File: src/rtl/mpu_ifetch_queue.sv
// Instruction prefetch queue for the MPU: issues sequential word fetches to the
// program RAM controller and buffers {pc, inst} pairs for the CPU fetch stage.
module mpu_ifetch_queue #(
    parameter int          DEPTH    = 4,
    parameter logic [31:0] RESET_PC = 32'h0000_0000
) (
    input  logic                      clk,
    input  logic                      reset_n,
    input  logic                      redirect,
    input  logic [31:0]               redirect_pc,
    output logic                      fetch_valid,
    input  logic                      fetch_ready,
    output logic [31:0]               fetch_pc,
    output logic [31:0]               fetch_inst,
    output logic [$clog2(DEPTH):0]    occupancy,
    output logic                      iBus_cmd_valid,
    input  logic                      iBus_cmd_ready,
    output logic [31:0]               iBus_cmd_payload_pc,
    input  logic                      iBus_rsp_valid,
    input  logic [31:0]               iBus_rsp_payload_inst
);
    localparam int AW = $clog2(DEPTH);
    localparam logic [AW+1:0] DEPTH_W = (AW+2)'(DEPTH);

    logic [31:0]   pc_q, pc_d;
    logic [31:0]   tag_q, tag_d;
    logic          inflight_q, inflight_d;
    logic          discard_q, discard_d;
    logic [AW:0]   occ_q, occ_d;
    logic [AW-1:0] rd_ptr_q, rd_ptr_d;
    logic [AW-1:0] wr_ptr_q, wr_ptr_d;
    logic [31:0]   ent_pc_q [DEPTH];
    logic [31:0]   ent_pc_d [DEPTH];
    logic [31:0]   ent_inst_q [DEPTH];
    logic [31:0]   ent_inst_d [DEPTH];

    logic [AW+1:0] credit_sum;
    logic          accept;
    logic          push;
    logic          pop;

    // Credit counts the outstanding request so a full queue can never overflow.
    assign credit_sum          = {1'b0, occ_q} + (AW+2)'(inflight_q);
    assign iBus_cmd_valid      = reset_n & ~redirect & (credit_sum < DEPTH_W);
    assign iBus_cmd_payload_pc = pc_q;
    assign accept              = iBus_cmd_valid & iBus_cmd_ready;

    assign fetch_valid = (occ_q != '0);
    assign fetch_pc    = fetch_valid ? ent_pc_q[rd_ptr_q]   : 32'h0;
    assign fetch_inst  = fetch_valid ? ent_inst_q[rd_ptr_q] : 32'h0;
    assign occupancy   = occ_q;

    assign push = iBus_rsp_valid & inflight_q & ~discard_q & ~redirect;
    assign pop  = fetch_valid & fetch_ready & ~redirect;

    always_comb begin
        pc_d       = pc_q;
        tag_d      = tag_q;
        inflight_d = accept;
        discard_d  = 1'b0;
        occ_d      = occ_q + (AW+1)'(push) - (AW+1)'(pop);
        rd_ptr_d   = rd_ptr_q;
        wr_ptr_d   = wr_ptr_q;
        ent_pc_d   = ent_pc_q;
        ent_inst_d = ent_inst_q;

        if (accept) begin
            tag_d = pc_q;
            pc_d  = pc_q + 32'd4;
        end
        if (push) begin
            ent_pc_d[wr_ptr_q]   = tag_q;
            ent_inst_d[wr_ptr_q] = iBus_rsp_payload_inst;
            wr_ptr_d             = wr_ptr_q + 1'b1;
        end
        if (pop) begin
            rd_ptr_d = rd_ptr_q + 1'b1;
        end
        // A response concurrent with the redirect is already blocked; discard
        // covers the single following cycle so a late strobe cannot slip in.
        if (redirect) begin
            occ_d      = '0;
            rd_ptr_d   = '0;
            wr_ptr_d   = '0;
            pc_d       = {redirect_pc[31:2], 2'b00};
            discard_d  = inflight_q;
            inflight_d = 1'b0;
        end
    end

    always_ff @(posedge clk) begin
        if (!reset_n) begin
            pc_q       <= {RESET_PC[31:2], 2'b00};
            inflight_q <= 1'b0;
            discard_q  <= 1'b0;
            occ_q      <= '0;
            rd_ptr_q   <= '0;
            wr_ptr_q   <= '0;
        end else begin
            pc_q       <= pc_d;
            inflight_q <= inflight_d;
            discard_q  <= discard_d;
            occ_q      <= occ_d;
            rd_ptr_q   <= rd_ptr_d;
            wr_ptr_q   <= wr_ptr_d;
        end
    end

    // Payload storage carries no reset; validity is tracked by occupancy.
    always_ff @(posedge clk) begin
        tag_q      <= tag_d;
        ent_pc_q   <= ent_pc_d;
        ent_inst_q <= ent_inst_d;
    end
endmodule

File: config.mk
export PLATFORM = sky130hd
export DESIGN_NAME = mpu_ifetch_queue
export DESIGN_NICKNAME = d
export VERILOG_FILES = /design/src/rtl/mpu_ifetch_queue.sv
export SDC_FILE = /design/constraint.sdc
export NUM_CORES = 1
export LEC_CHECK = 0
export ABC_AREA = 0
export ABC_CLOCK_PERIOD_IN_PS = 4800
export CORE_UTILIZATION = 55
export DETAILED_ROUTE_END_ITERATION = 10
export PLACE_DENSITY = 0.81
export REMOVE_ABC_BUFFERS = 1
export SYNTH_ARGS = -nofsm -noshare
export SYNTH_HDL_FRONTEND = slang
export SYNTH_SLANG_ARGS = --single-unit
File: constraint.sdc
create_clock -name clk -period 4.8 [get_ports clk]
set_input_delay 0.96 -clock clk [delete_from_list [all_inputs] [get_ports clk]]
set_output_delay 0.96 -clock clk [all_outputs]
set_load 0.01 [all_outputs]
Word level (Yosys, flattened, before mapping)
Index checks and enable logic that the tools add are counted.
{"block": "classes", "addsub": 6, "n_reduce_logical": 5, "magnitude_cmp": 4, "n_bitwise": 13, "n_mux": 14}
{"op": "32-bit 2-to-1 mux", "count": 9}
{"op": "128-bit bitwise mux", "count": 2}
{"op": "32-bit binary-select mux with 2-bit select", "count": 2}
{"op": "32-bit demux with 2-bit select", "count": 1}
{"op": "32-bit by 3-bit adder with 32-bit output (second input constant)", "count": 1}
{"op": "1-bit AND", "count": 8}
{"op": "3-bit >= comparator (second input constant)", "count": 2}
{"op": "2-bit inverter with 3-bit output", "count": 2}
{"op": "2-bit by 1-bit adder with 2-bit output (second input constant)", "count": 2}
{"op": "3-bit by 1-bit adder with 4-bit output", "count": 1}
{"op": "4-bit by 3-bit less-than comparator with 1-bit output (second input constant)", "count": 1}
{"op": "3-bit by 1-bit adder with 3-bit output", "count": 1}
{"op": "3-bit by 1-bit less-than comparator with 1-bit output (second input constant)", "count": 1}
{"op": "1-bit inverter", "count": 3}
{"op": "3-bit nonzero test", "count": 1}
{"op": "3-bit by 1-bit subtractor with 3-bit output", "count": 1}
{"op": "2-bit AND reduction", "count": 1}
{"op": "2-bit nonzero test", "count": 1}
{"op": "2-bit OR reduction", "count": 1}
{"op": "1-bit logical AND", "count": 1}
{"block": "word_totals", "wordCells": 58, "ff_bits": 329, "output_inout_bits": 101}

Depth between registers and ports, before layout
{"block": "logic_depth", "ltp_word": 6, "mapped_depth": 10, "mapped_depth_nobuf": 9}

Least setup slack after synthesis
Ideal clock, no wire load.
{"block": "synth_path", "kind": "input-to-reg", "startpoint": "input redirect", "endpoint": "register ent_inst_q[0] (netlist name), enable pin", "arrival_ns": 3.162, "required_ns": 4.374, "stages": 3, "n_path_buf": 1, "slack_ns": 1.212, "setup_time_ns": 0.426, "path_cell_list": "clkbuf_1 nor3_1 and2_1"}
{"block": "synth_via", "elab_chain_len": 2}
{"item": "start, declared", "line_no": "9", "source": "input logic redirect,"}
{"item": "1-bit inverter", "line_no": "53", "source": "assign push = iBus_rsp_valid & inflight_q & ~discard_q & ~redirect;"}
{"item": "1-bit AND", "line_no": "53"}
{"item": "end signal, assigned", "line_no": "113", "source": "ent_inst_q <= ent_inst_d;"}
{"item": "end, declared", "line_no": "34", "source": "logic [31:0] ent_inst_q [DEPTH];"}
No other way between the ends.
A chain may end at the register's enable or synchronous reset.

Final worst setup path
{"block": "layout_path", "startpoint": "register rd_ptr_q[0]", "endpoint": "output fetch_pc[24]"}
{"block": "layout_via", "elab_chain_len": 5}
{"item": "start, declared", "line_no": "30", "source": "logic [AW-1:0] rd_ptr_q, rd_ptr_d;"}
{"item": "start signal, assigned", "line_no": "104", "source": "rd_ptr_q <= rd_ptr_d;"}
{"item": "2-bit inverter with 3-bit output (not written as such)", "line_no": "49", "source": "assign fetch_pc = fetch_valid ? ent_pc_q[rd_ptr_q] : 32'h0;"}
{"item": "32-bit binary-select mux with 2-bit select", "line_no": "49"}
{"item": "32-bit 2-to-1 mux (not written as such) (2 in a row)", "line_no": "49"}
{"item": "32-bit 2-to-1 mux", "line_no": "49"}
{"item": "end, declared", "line_no": "13", "source": "output logic [31:0] fetch_pc,"}
No other way between the ends. The select of a mux whose other input is x is not followed.

==> key figures <==
Power and ir drop
  – Peak supply drop: around 220 uV
  – Leakage power total: 5.02 nW
  – Pwr dens: 371 nW/um^2

Timing
  – Fin Setup TNS: 0 ns
  – Endpoints failing setup: 0
  – Worst slew pin tran: around 1.0 ns
  – RSZ-0062 raised after global routing: false
  – Fin. Hold Viols: 0
  – Final worst setup slack: between 0.9 and 1 ns
  – Achievable Freq: ~260 MHz
  – Clock skew: 0.00808 ns
  – Part of the cycle the worst path needs: 0.800
  – Period minus WS final: roughly 3.8 ns
  – Relative slew slack: 0.315
  – Pins Over Slew Limit: 0

Worst hold path
  – Hold Crit Class: flop to flop

Logic synthesis
  – Synthesis-stage register bit count: around 320
  – Mapped Cells: 734
  – Synth area leaders: edfxtp_1 (66%), mux4_2 (11%), dfxtp_1 (6.1%)
  – Yosys top cell area share: 0.656
  – Post-synth cell types: 54
  – Syn Std Cell Area: about 13000 sq um
  – FFs w/ async S/R, synth: 0
  – Most used flip-flop cell after synthesis: edfxtp_1
  – Synth Warn #: 0
  – Synth cell count leaders: edfxtp_1 (278), and2_1 (72), mux4_2 (62)
  – Post-synth EDFFs: 278
  – Yosys top cell by area: edfxtp_1
  – Synthesized area per cell: about 17 sq um
  – Count leader, synth: edfxtp_1
  – Seq/Total Area, Yosys: 0.717

Clocking
  – CTS clock-pin slew for the worst setup and hold paths: 0.07 ns
  – Cts hold-fix bufs: 0
  – CTS tree: yes
  – # H-tree levels: 1
  – Clk sinks: approximately 320
  – Max clock buf depth: 3
  – CTS buffer count: 30
  – Post-CTS setup buffers: 0
  – Clk root buf: clkbuf_16
  – Post-cts resize count: 0
  – Clock Latency Late Sink: approximately 0.54 ns

Status
  – Outcome: finished clean

GRT
  – Met1 GRT Util: 0.309
  – GRT Max-Usage Layer: met2
  – Global route overflow: 0
  – Number of global-route vias before repair: around 7400
  – Largest net degree at the start of global routing: 64
  – All-Layer GR Usage: 0.225
  – Initial antenna violation count: 0
  – Met2 Usage GRT: 0.381
  – GR Util met3: 0.0403
  – First-pass GRT wire length: about 41000 microns

Die
  – Die Area: roughly 24000 sq um
  – Die Y: approximately 150 microns
  – I/O pins: 171
  – Num rows: 55
  – Core Region: 22600 sq um
  – Initial Util: 0.562
  – Die width: 154 microns

Worst setup path
  – Critical path class: flop to output pin
  – R2r setup slk: between 1.5 and 2 ns
  – CP endpoint: fetch_pc[24]
  – Reg2reg path depth: 8
  – R2R Path Start: occupancy[2]
  – Worst Path Required: between 3 and 4 ns
  – Crit path launch: rd_ptr_q[0]
  – WP data arrival: about 2.9 ns
  – CP Max Fanout: between 40 and 50
  – CP Capture Type: output pin
  – R2r endpoint: occupancy[2]
  – Startpoint types: flop

Route
  – DR iter-0 viols: between 600 and 700
  – Post-route DRC: 0
  – Post-DR vias/cell: between 6 and 7
  – Routed wire length: 26000 microns
  – DRT Pass-1 Iters: 5
  – ANT nets after route: 0
  – DR vias: approximately 7300
  – WL/cell: between 20 and 25 microns

Placed design
  – Setup WS pre-CTS: approximately 1.4 ns
  – GPL Wtd Cong: roughly 0.90
  – Port bufs: roughly 160
  – Dpl hpwl: approximately 15000 microns

Final layout
  – Area grow syn2layout: 23.7%
  – FILL cells: 1425
  – Nets: approximately 970
  – Share of cells above drive strength 1: 0.153
  – Number of antenna diodes: 0

Job
  – Max-cap violations: 0
[worst min-delay path by stage]
stage | from | end | slack, ns | depth (start not counted)
floorplan | tag_q[4] | ent_pc_q[100] | 0.46 | 0
global placement | tag_q[9] | ent_pc_q[41] | 0.47 | 0
detailed placement | tag_q[24] | ent_pc_q[56] | 0.48 | 0
CTS | tag_q[24] | ent_pc_q[120] | 0.49 | 0
global route | tag_q[24] | ent_pc_q[24] | 0.51 | 0
finish | tag_q[24] | ent_pc_q[24] | 0.49 | 0
[where the power goes]
part	switching [mW]	total (mW)	internal (mW)
registers	0.0529	3.08	3.03
logic	0.107	0.231	0.124
clock network	0.970	2.53	1.56
total	1.13	5.84	4.71
[state kept, by name, indices dropped and copies added, names as in the netlist]
| register | count |
|---|---|
| inflight_q | 1 |
| iBus_cmd_payload_pc | 30 |
| discard_q | 1 |
| occupancy | 3 |
| tag_q | 30 |
| ent_pc_q | 120 |
| rd_ptr_q | 2 |
| ent_inst_q | 128 |
| wr_ptr_q | 2 |
[metal layers]
| metal | up-vias | wire length, microns |
|---|---|---|
| li1 | 3270 | - |
| met1 | 3646 | 10700 |
| met2 | 345 | 12800 |
| met3 | 25 | 2140 |
| met4 | 0 | 340 |
| met5 | - | 0 |
[kinds of logic (layout without fill, tap and decap cells)]
family | after synthesis | after routing | synth area share
XOR/XNOR | 5 | 5 | 0.00344
flip-flops | 317 | 317 | 0.717
AND/OR/NAND/NOR | 196 | 196 | 0.0947
AO/OA/AOI/OAI | 83 | 83 | 0.0444
adder cells (fa/ha/maj) | 9 | 9 | 0.00944
other | 1 | 4 | 0.000295
multiplexers | 63 | 63 | 0.111
buffers and inverters | 60 | 240 | 0.0198
[critical path: stages (launching register included)]
cell,delay [ns]
dfxtp_4,0.64
buf_12,0.40
mux4_2,0.57
and2_1,0.17
clkdlybuf4s50_1,0.54
[per-stage QoR]
step           instance area (sq um)  utilization  std cells  total power, mW  hold slack, ns
2_1_floorplan                  12500            -        689             3.20           0.459
3_3_place_gp                   14600        0.646       1146             3.36           0.472
3_5_place_dp                   14600        0.646       1146             3.36           0.477
4_1_cts                        15700        0.695       1202             5.88           0.491
5_1_grt                        15700        0.695       1202             6.01           0.510
6_report                       15700        0.695       1202             5.84           0.494
[area by class of cell]
| class | instances | area [sq um] | area share |
|---|---|---|---|
| Sequential cell | 317 | 9140 | 0.581 |
| Multi-Input combinational cell | 360 | 3380 | 0.215 |
| Timing Repair Buffer | 172 | 1710 | 0.109 |
| Clock buffer | 41 | 927 | 0.0589 |
| Tap cell | 285 | 357 | 0.0227 |
| Clock inverter | 15 | 178 | 0.0113 |
| Inverter | 12 | 45.0 | 0.00286 |
[cell usage in the layout, fill, tap and decap left out, drive strengths merged, types with 7 or more instances in the layout]
master,n
clkinv,9
a31oi,17
edfxtp,278
clkbuf,41
o21ai,25
and4,7
clkdlybuf4s50,164
nand3,20
o31ai,12
nor4,7
nor3,7
ha,8
buf,8
nor2,10
or3,7
dfxtp,39
nand2,16
or4,16
and2,72
nand4,12
mux4,62
inv,12
and3,13
Power figures use the tool's default switching activity.
